--- src/rtl/decode_stage.sv ---
// rtl/decode_stage.sv - RV32I decode stage with a single valid/ready pipeline register
module decode_stage #(
    parameter int XLEN = 32
) (
    input  logic            clk,
    input  logic            rst_n,
    input  logic            in_valid,
    output logic            in_ready,
    input  logic [31:0]     in_instr,
    input  logic [XLEN-1:0] in_pc,
    input  logic            flush,
    output logic            out_valid,
    input  logic            out_ready,
    output logic [XLEN-1:0] out_pc,
    output logic [4:0]      out_rd,
    output logic [4:0]      out_rs1,
    output logic [4:0]      out_rs2,
    output logic [XLEN-1:0] out_imm,
    output logic [2:0]      alu_op,
    output logic            alu_sub,
    output logic            alu_sra,
    output logic [1:0]      src1_sel,
    output logic            src2_imm,
    output logic            rd_we,
    output logic [2:0]      out_kind,
    output logic [2:0]      out_funct3,
    output logic            out_illegal
);

    localparam logic [6:0] OPC_OP     = 7'b0110011;
    localparam logic [6:0] OPC_OP_IMM = 7'b0010011;
    localparam logic [6:0] OPC_LUI    = 7'b0110111;
    localparam logic [6:0] OPC_AUIPC  = 7'b0010111;
    localparam logic [6:0] OPC_JAL    = 7'b1101111;
    localparam logic [6:0] OPC_JALR   = 7'b1100111;
    localparam logic [6:0] OPC_BRANCH = 7'b1100011;
    localparam logic [6:0] OPC_LOAD   = 7'b0000011;
    localparam logic [6:0] OPC_STORE  = 7'b0100011;

    localparam logic [2:0] KIND_ALU    = 3'b000;
    localparam logic [2:0] KIND_LOAD   = 3'b001;
    localparam logic [2:0] KIND_STORE  = 3'b010;
    localparam logic [2:0] KIND_BRANCH = 3'b011;
    localparam logic [2:0] KIND_JAL    = 3'b100;
    localparam logic [2:0] KIND_JALR   = 3'b101;

    localparam logic [1:0] SRC1_RS1  = 2'b00;
    localparam logic [1:0] SRC1_PC   = 2'b01;
    localparam logic [1:0] SRC1_ZERO = 2'b10;

    localparam logic [6:0] FUNCT7_ALT = 7'b0100000;

    typedef struct packed {
        logic [XLEN-1:0] pc;
        logic [4:0]      rd;
        logic [4:0]      rs1;
        logic [4:0]      rs2;
        logic [XLEN-1:0] imm;
        logic [2:0]      alu_op;
        logic            alu_sub;
        logic            alu_sra;
        logic [1:0]      src1_sel;
        logic            src2_imm;
        logic            rd_we;
        logic [2:0]      kind;
        logic [2:0]      funct3;
        logic            illegal;
    } dec_t;

    dec_t dec;
    dec_t dec_d;
    dec_t dec_q;
    logic valid_d;
    logic valid_q;
    logic load;
    logic writes_rd;

    logic [6:0]      opcode;
    logic [2:0]      funct3;
    logic [6:0]      funct7;
    logic [XLEN-1:0] imm_i;
    logic [XLEN-1:0] imm_s;
    logic [XLEN-1:0] imm_b;
    logic [XLEN-1:0] imm_u;
    logic [XLEN-1:0] imm_j;

    assign opcode = in_instr[6:0];
    assign funct3 = in_instr[14:12];
    assign funct7 = in_instr[31:25];

    assign imm_i = XLEN'($signed(in_instr[31:20]));
    assign imm_s = XLEN'($signed({in_instr[31:25], in_instr[11:7]}));
    assign imm_b = XLEN'($signed({in_instr[31], in_instr[7], in_instr[30:25],
                                  in_instr[11:8], 1'b0}));
    assign imm_u = XLEN'($signed({in_instr[31:12], 12'b0}));
    assign imm_j = XLEN'($signed({in_instr[31], in_instr[19:12], in_instr[20],
                                  in_instr[30:21], 1'b0}));

    // Combinational decode of the offered instruction into the register payload
    always_comb begin
        writes_rd    = 1'b0;
        dec          = '0;
        dec.pc       = in_pc;
        dec.rd       = in_instr[11:7];
        dec.rs1      = in_instr[19:15];
        dec.rs2      = in_instr[24:20];
        dec.funct3   = funct3;
        dec.kind     = KIND_ALU;
        dec.src1_sel = SRC1_RS1;

        case (opcode)
            OPC_OP: begin
                dec.alu_op  = funct3;
                dec.alu_sub = (funct3 == 3'b000) & in_instr[30];
                dec.alu_sra = (funct3 == 3'b101) & in_instr[30];
                writes_rd   = 1'b1;
                if (!((funct7 == 7'b0) ||
                      ((funct7 == FUNCT7_ALT) && ((funct3 == 3'b000) || (funct3 == 3'b101)))))
                    dec.illegal = 1'b1;
            end
            OPC_OP_IMM: begin
                dec.alu_op   = funct3;
                dec.imm      = imm_i;
                dec.src2_imm = 1'b1;
                dec.alu_sra  = (funct3 == 3'b101) & in_instr[30];
                writes_rd    = 1'b1;
                if ((funct3 == 3'b001) && (funct7 != 7'b0))
                    dec.illegal = 1'b1;
                if ((funct3 == 3'b101) && (funct7 != 7'b0) && (funct7 != FUNCT7_ALT))
                    dec.illegal = 1'b1;
            end
            OPC_LUI: begin
                dec.src1_sel = SRC1_ZERO;
                dec.imm      = imm_u;
                dec.src2_imm = 1'b1;
                writes_rd    = 1'b1;
            end
            OPC_AUIPC: begin
                dec.src1_sel = SRC1_PC;
                dec.imm      = imm_u;
                dec.src2_imm = 1'b1;
                writes_rd    = 1'b1;
            end
            OPC_JAL: begin
                dec.src1_sel = SRC1_PC;
                dec.imm      = imm_j;
                dec.src2_imm = 1'b1;
                dec.kind     = KIND_JAL;
                writes_rd    = 1'b1;
            end
            OPC_JALR: begin
                dec.imm      = imm_i;
                dec.src2_imm = 1'b1;
                dec.kind     = KIND_JALR;
                writes_rd    = 1'b1;
                if (funct3 != 3'b000)
                    dec.illegal = 1'b1;
            end
            OPC_BRANCH: begin
                dec.imm  = imm_b;
                dec.kind = KIND_BRANCH;
                // Equality compares subtract; signed/unsigned compares use slt/sltu
                case (funct3[2:1])
                    2'b00:   begin dec.alu_op = 3'b000; dec.alu_sub = 1'b1; end
                    2'b10:   dec.alu_op = 3'b010;
                    2'b11:   dec.alu_op = 3'b011;
                    default: dec.illegal = 1'b1;
                endcase
            end
            OPC_LOAD: begin
                dec.imm      = imm_i;
                dec.src2_imm = 1'b1;
                dec.kind     = KIND_LOAD;
                writes_rd    = 1'b1;
                if ((funct3 == 3'b011) || (funct3[2:1] == 2'b11))
                    dec.illegal = 1'b1;
            end
            OPC_STORE: begin
                dec.imm      = imm_s;
                dec.src2_imm = 1'b1;
                dec.kind     = KIND_STORE;
                if ((funct3 == 3'b011) || funct3[2])
                    dec.illegal = 1'b1;
            end
            default: dec.illegal = 1'b1;
        endcase

        // Compressed-space encodings never reach this decoder legitimately
        if (in_instr[1:0] != 2'b11)
            dec.illegal = 1'b1;

        dec.rd_we = writes_rd & (dec.rd != 5'd0);

        // Illegal instructions travel down the pipe but must have no side effects
        if (dec.illegal) begin
            dec.rd_we   = 1'b0;
            dec.alu_sub = 1'b0;
            dec.alu_sra = 1'b0;
            dec.kind    = KIND_ALU;
        end
    end

    assign in_ready = !valid_q | out_ready;
    assign load     = in_valid & in_ready & !flush;

    // Next-state of the pipeline register: flush wins, then load, then drain
    always_comb begin
        dec_d   = dec_q;
        valid_d = valid_q;
        if (flush) begin
            valid_d = 1'b0;
        end else if (load) begin
            dec_d   = dec;
            valid_d = 1'b1;
        end else if (out_ready) begin
            valid_d = 1'b0;
        end
    end

    // Pipeline register; payload only changes on a load so stalls are bit-stable
    always_ff @(posedge clk or negedge rst_n) begin
        if (!rst_n) begin
            valid_q <= 1'b0;
            dec_q   <= '0;
        end else begin
            valid_q <= valid_d;
            dec_q   <= dec_d;
        end
    end

    assign out_valid   = valid_q;
    assign out_pc      = dec_q.pc;
    assign out_rd      = dec_q.rd;
    assign out_rs1     = dec_q.rs1;
    assign out_rs2     = dec_q.rs2;
    assign out_imm     = dec_q.imm;
    assign alu_op      = dec_q.alu_op;
    assign alu_sub     = dec_q.alu_sub;
    assign alu_sra     = dec_q.alu_sra;
    assign src1_sel    = dec_q.src1_sel;
    assign src2_imm    = dec_q.src2_imm;
    assign rd_we       = dec_q.rd_we;
    assign out_kind    = dec_q.kind;
    assign out_funct3  = dec_q.funct3;
    assign out_illegal = dec_q.illegal;

endmodule

--- config.mk ---
export PLATFORM = sky130hd
export DESIGN_NAME = decode_stage
export DESIGN_NICKNAME = d
export VERILOG_FILES = /design/src/rtl/decode_stage.sv
export SDC_FILE = /design/constraint.sdc
export NUM_CORES = 1
export LEC_CHECK = 0
export BUFFER_PORTS_ARGS = -buffer_cell sky130_fd_sc_hd__clkbuf_2
export CAP_MARGIN = 30
export CORE_MARGIN = 2
export CORE_UTILIZATION = 52
export DETAILED_ROUTE_END_ITERATION = 12
export GPL_TIMING_DRIVEN = 1
export PLACE_DENSITY_LB_ADDON = 0.08
export SETUP_SLACK_MARGIN = 0.05
export SYNTH_ARGS = -nofsm -noshare
export SYNTH_HDL_FRONTEND = slang
export SYNTH_SLANG_ARGS = --single-unit
--- constraint.sdc ---
create_clock -name clk -period 3.7 [get_ports clk]
set_clock_uncertainty 0.15 [all_clocks]
set_input_delay 0.74 -clock clk [delete_from_list [all_inputs] [get_ports clk]]
set_output_delay 0.74 -clock clk [all_outputs]
set_load 0.05 [all_outputs]
==> summary.txt <==
STA
  • Unrepaired setup endpoints after global routing: no
  • Worst slew pin tran: 897 ps
  • Tcrit/Tclk final: 71.7%
  • Max Clock Freq: roughly 380 MHz
  • Setup-failing EPs final: 0
  • Max_slew headroom: 40.0%
  • Max Transition Viols Final: 0
  • Final hold vios: 0
  • Setup TNS: 0 ps
  • Tmin final: 2650 ps

Yosys
  • Avg Cell Area, Syn: about 8.9 um2
  • Part of the Yosys area used for sequential elements: 58.1%
  • Synth Register Bits: 96
  • Synth Instances: 462
  • Synth area leader: dfrtp_1
  • Syn nets: 531
  • Ys Warns: 0
  • Cell area after synthesis: between 4000 and 5000 um2
  • Synth async-reset ratio: 100%
  • Area share of the largest cell type after synthesis: 58.1%
  • Synth area leaders: dfrtp_1 (58%), nand2_1 (18%), nor2_1 (3.5%)
  • Top FF cell, synth: dfrtp_1
  • Synth unique cells: 42
  • Post-synth EDFFs: 0

Cells and area
  • Layout cells sized above 1: 30.8%
  • N_diodes: 0
  • Most frequent cells in the layout: nand2_1 (193), clkbuf_2 (164), dfrtp_1 (96)
  • Final net count: 685
  • Layout filler cell count: 664
  • Area delta synth->final: 26.8%
  • Commonest non-fill, non-tap cell in the layout: nand2_1
  • Core Util, Final: 67.8%

Clocking
  • Number of CTS-inserted buffers: 9
  • PostCTS Resize Cnt: 0
  • Hold Buf Count CTS: 0
  • Clk sinks: 96
  • CTS Buffer Depth: 2
  • CTS tree: built
  • Clock transition at path regs: 90 ps
  • H-tree Lvls: 3
  • CTS Root Cell: clkbuf_8
  • Post-CTS setup buffer count: 0
  • Skew-Pair Late Insertion Delay: ~340 ps

Global route
  • First-pass GRT wire length: 17.8 mm
  • Initial antenna violation count: 0
  • Global Route Usage Sum: 26.2%
  • Largest net degree at the start of global routing: 56
  • Gr ovfl total: 0
  • Vias in the first global route: 3531

Detailed routing
  • Drt initial violations: between 300 and 400
  • DRT Pass-1 Iters: 5
  • Remaining antenna violation count: 0
  • Via count: about 3800
  • Post-Route WL: between 10 and 15 mm
  • Post-route DRC: 0
  • Mean routed wirelength per cell: 15.3 um
  • Via-to-Cell Ratio: 5.22

Power and ir drop
  • Comb power frac: 30.1%
  • Net Sw Power: 1080 uW
  • P per Cell Area: between 500 and 600 nW/um2
  • Clock share of power: 24.9%
  • Switch share: 39.3%
  • Sequential share of power: 44.9%
  • P_int: about 1700 uW
  • Leak: roughly 0.0028 uW
  • Max IR drop VDD: 295 uV

Floorplan
  • Placeable Area: 7730 um2
  • Initial core utilization: between 50 and 60%
  • Number of I/O pins: 166
  • Total die area: 8680 um2
  • DIE WIDTH: 93.2 um
  • Cell Rows: 32
  • Die Y-Extent: 93.2 um

Place
  • Routability-driven placement congestion ratio: 0.882
  • Port Buffers: 165
  • DP HPWL: 7.90 mm

Critical path
  • Worst Path Arrival: ~2800 ps
  • Worst Path Required: ~3800 ps
  • CP Launch Type: input port
  • Crit end category: flip-flop
  • CP Class: input port to flip-flop
  • Worst-path fanout max: 7

Run
  • Max cap viols: 0

Min path
  • Hold crit path type: input port to async pin

Run status
  • Status: finished, final reports clean
worst max-delay path, stage by stage:
cell and delay, ps:
clkbuf_2 150, or4_1 550, nor3_2 190, a211oi_1 120, or4_1 670, o41ai_2 330
power by group through the flow:
stage | logic [uW] | clock network, uW | registers (uW)
3_3_place_gp | 821 | 0 | 1240
2_1_floorplan | 165 | 0 | 1670
6_report | 824 | 681 | 1230
3_5_place_dp | 829 | 0 | 1250
4_1_cts | 830 | 696 | 1230
5_1_grt | 878 | 737 | 1240
synthesized netlist by cell type (all sizes together) (2+ instances only):
| cell | number |
|---|---|
| nand2 | 193 |
| dfrtp | 96 |
| nor2 | 39 |
| clkbuf | 22 |
| a22o | 15 |
| a211oi | 13 |
| a21oi | 13 |
| o21ai | 11 |
| buf | 6 |
| nor2b | 5 |
| inv | 4 |
| nor3 | 4 |
| nand3 | 3 |
| or4 | 3 |
| a221oi | 2 |
| a32oi | 2 |
| and2 | 2 |
| and3 | 2 |
| and3b | 2 |
| nand2b | 2 |
| nand4 | 2 |
| o22ai | 2 |
| o41ai | 2 |
path summary, 6_finish.rpt:
check,start,endpoint,slack [ps],depth (start not counted)
max in group asynchronous,rst_n,out_funct3[2],2510,2
hold reg to reg,out_pc[30],out_pc[30],330,2
min in group clk,out_pc[30],out_pc[30],330,2
setup / recovery,in_instr[31],alu_sub,1050,6
setup reg to reg,out_valid,out_imm[11],1430,6
hold / removal,rst_n,alu_op[2],220,1
layer usage:
| layer | GRT usage [%] | part of all wire [%] | vias to the layer above |
|---|---|---|---|
| met5 | 0 | 0 | - |
| met4 | 6.86 | 0.94 | 0 |
| met3 | 5.48 | 7.3 | 8 |
| met2 | 40.8 | 46 | 155 |
| met1 | 37.8 | 45 | 1778 |
| li1 | - | - | 1836 |
cell families (layout without fill, tap and decap cells):
kind of cell	count (synthesis)	after routing	synth area share, %
AND/OR/NAND/NOR	262	262	26.1
multiplexers	1	1	0.242
flip-flops	96	96	58.1
buffers and inverters	32	191	2.97
AO/OA/AOI/OAI	70	70	12.3
XOR/XNOR	1	1	0.212
layout make-up:
type / count / area [um2] / share of cell area, %
flip-flops and latches: 96 / 2400 / 45.8
clock buffers: 10 / 128 / 2.43
repair buffers: 171 / 886 / 16.9
inverters: 4 / 15.0 / 0.286
multi-input cells: 334 / 1610 / 30.8
well taps: 102 / 128 / 2.43
clock inverters: 6 / 68.8 / 1.31
metrics by stage:
stage               hold slack [ps]  total power (uW)  cell area [um2]  instances  worst slack [ps]
floorplan                       294              1830             4130        462              1080
global placement                300              2060             5040        707               746
detailed placement              311              2080             5040        707               678
CTS                             220              2760             5240        723              1050
global route                    249              2860             5240        723              1000
finish                          216              2730             5240        723              1050
sequential cells by signal (all words and copies together), names as in the netlist:
register and count:
rd_we 1, alu_op 3, alu_sub 1, src1_sel 2, out_rs1 5, out_pc 32, src2_imm 1, out_illegal 1
out_kind 3, alu_sra 1, out_valid 1, out_rs2 5, out_funct3 3, out_rd 5, out_imm 32
No activity file was read; power rests on OpenSTA's default activity.
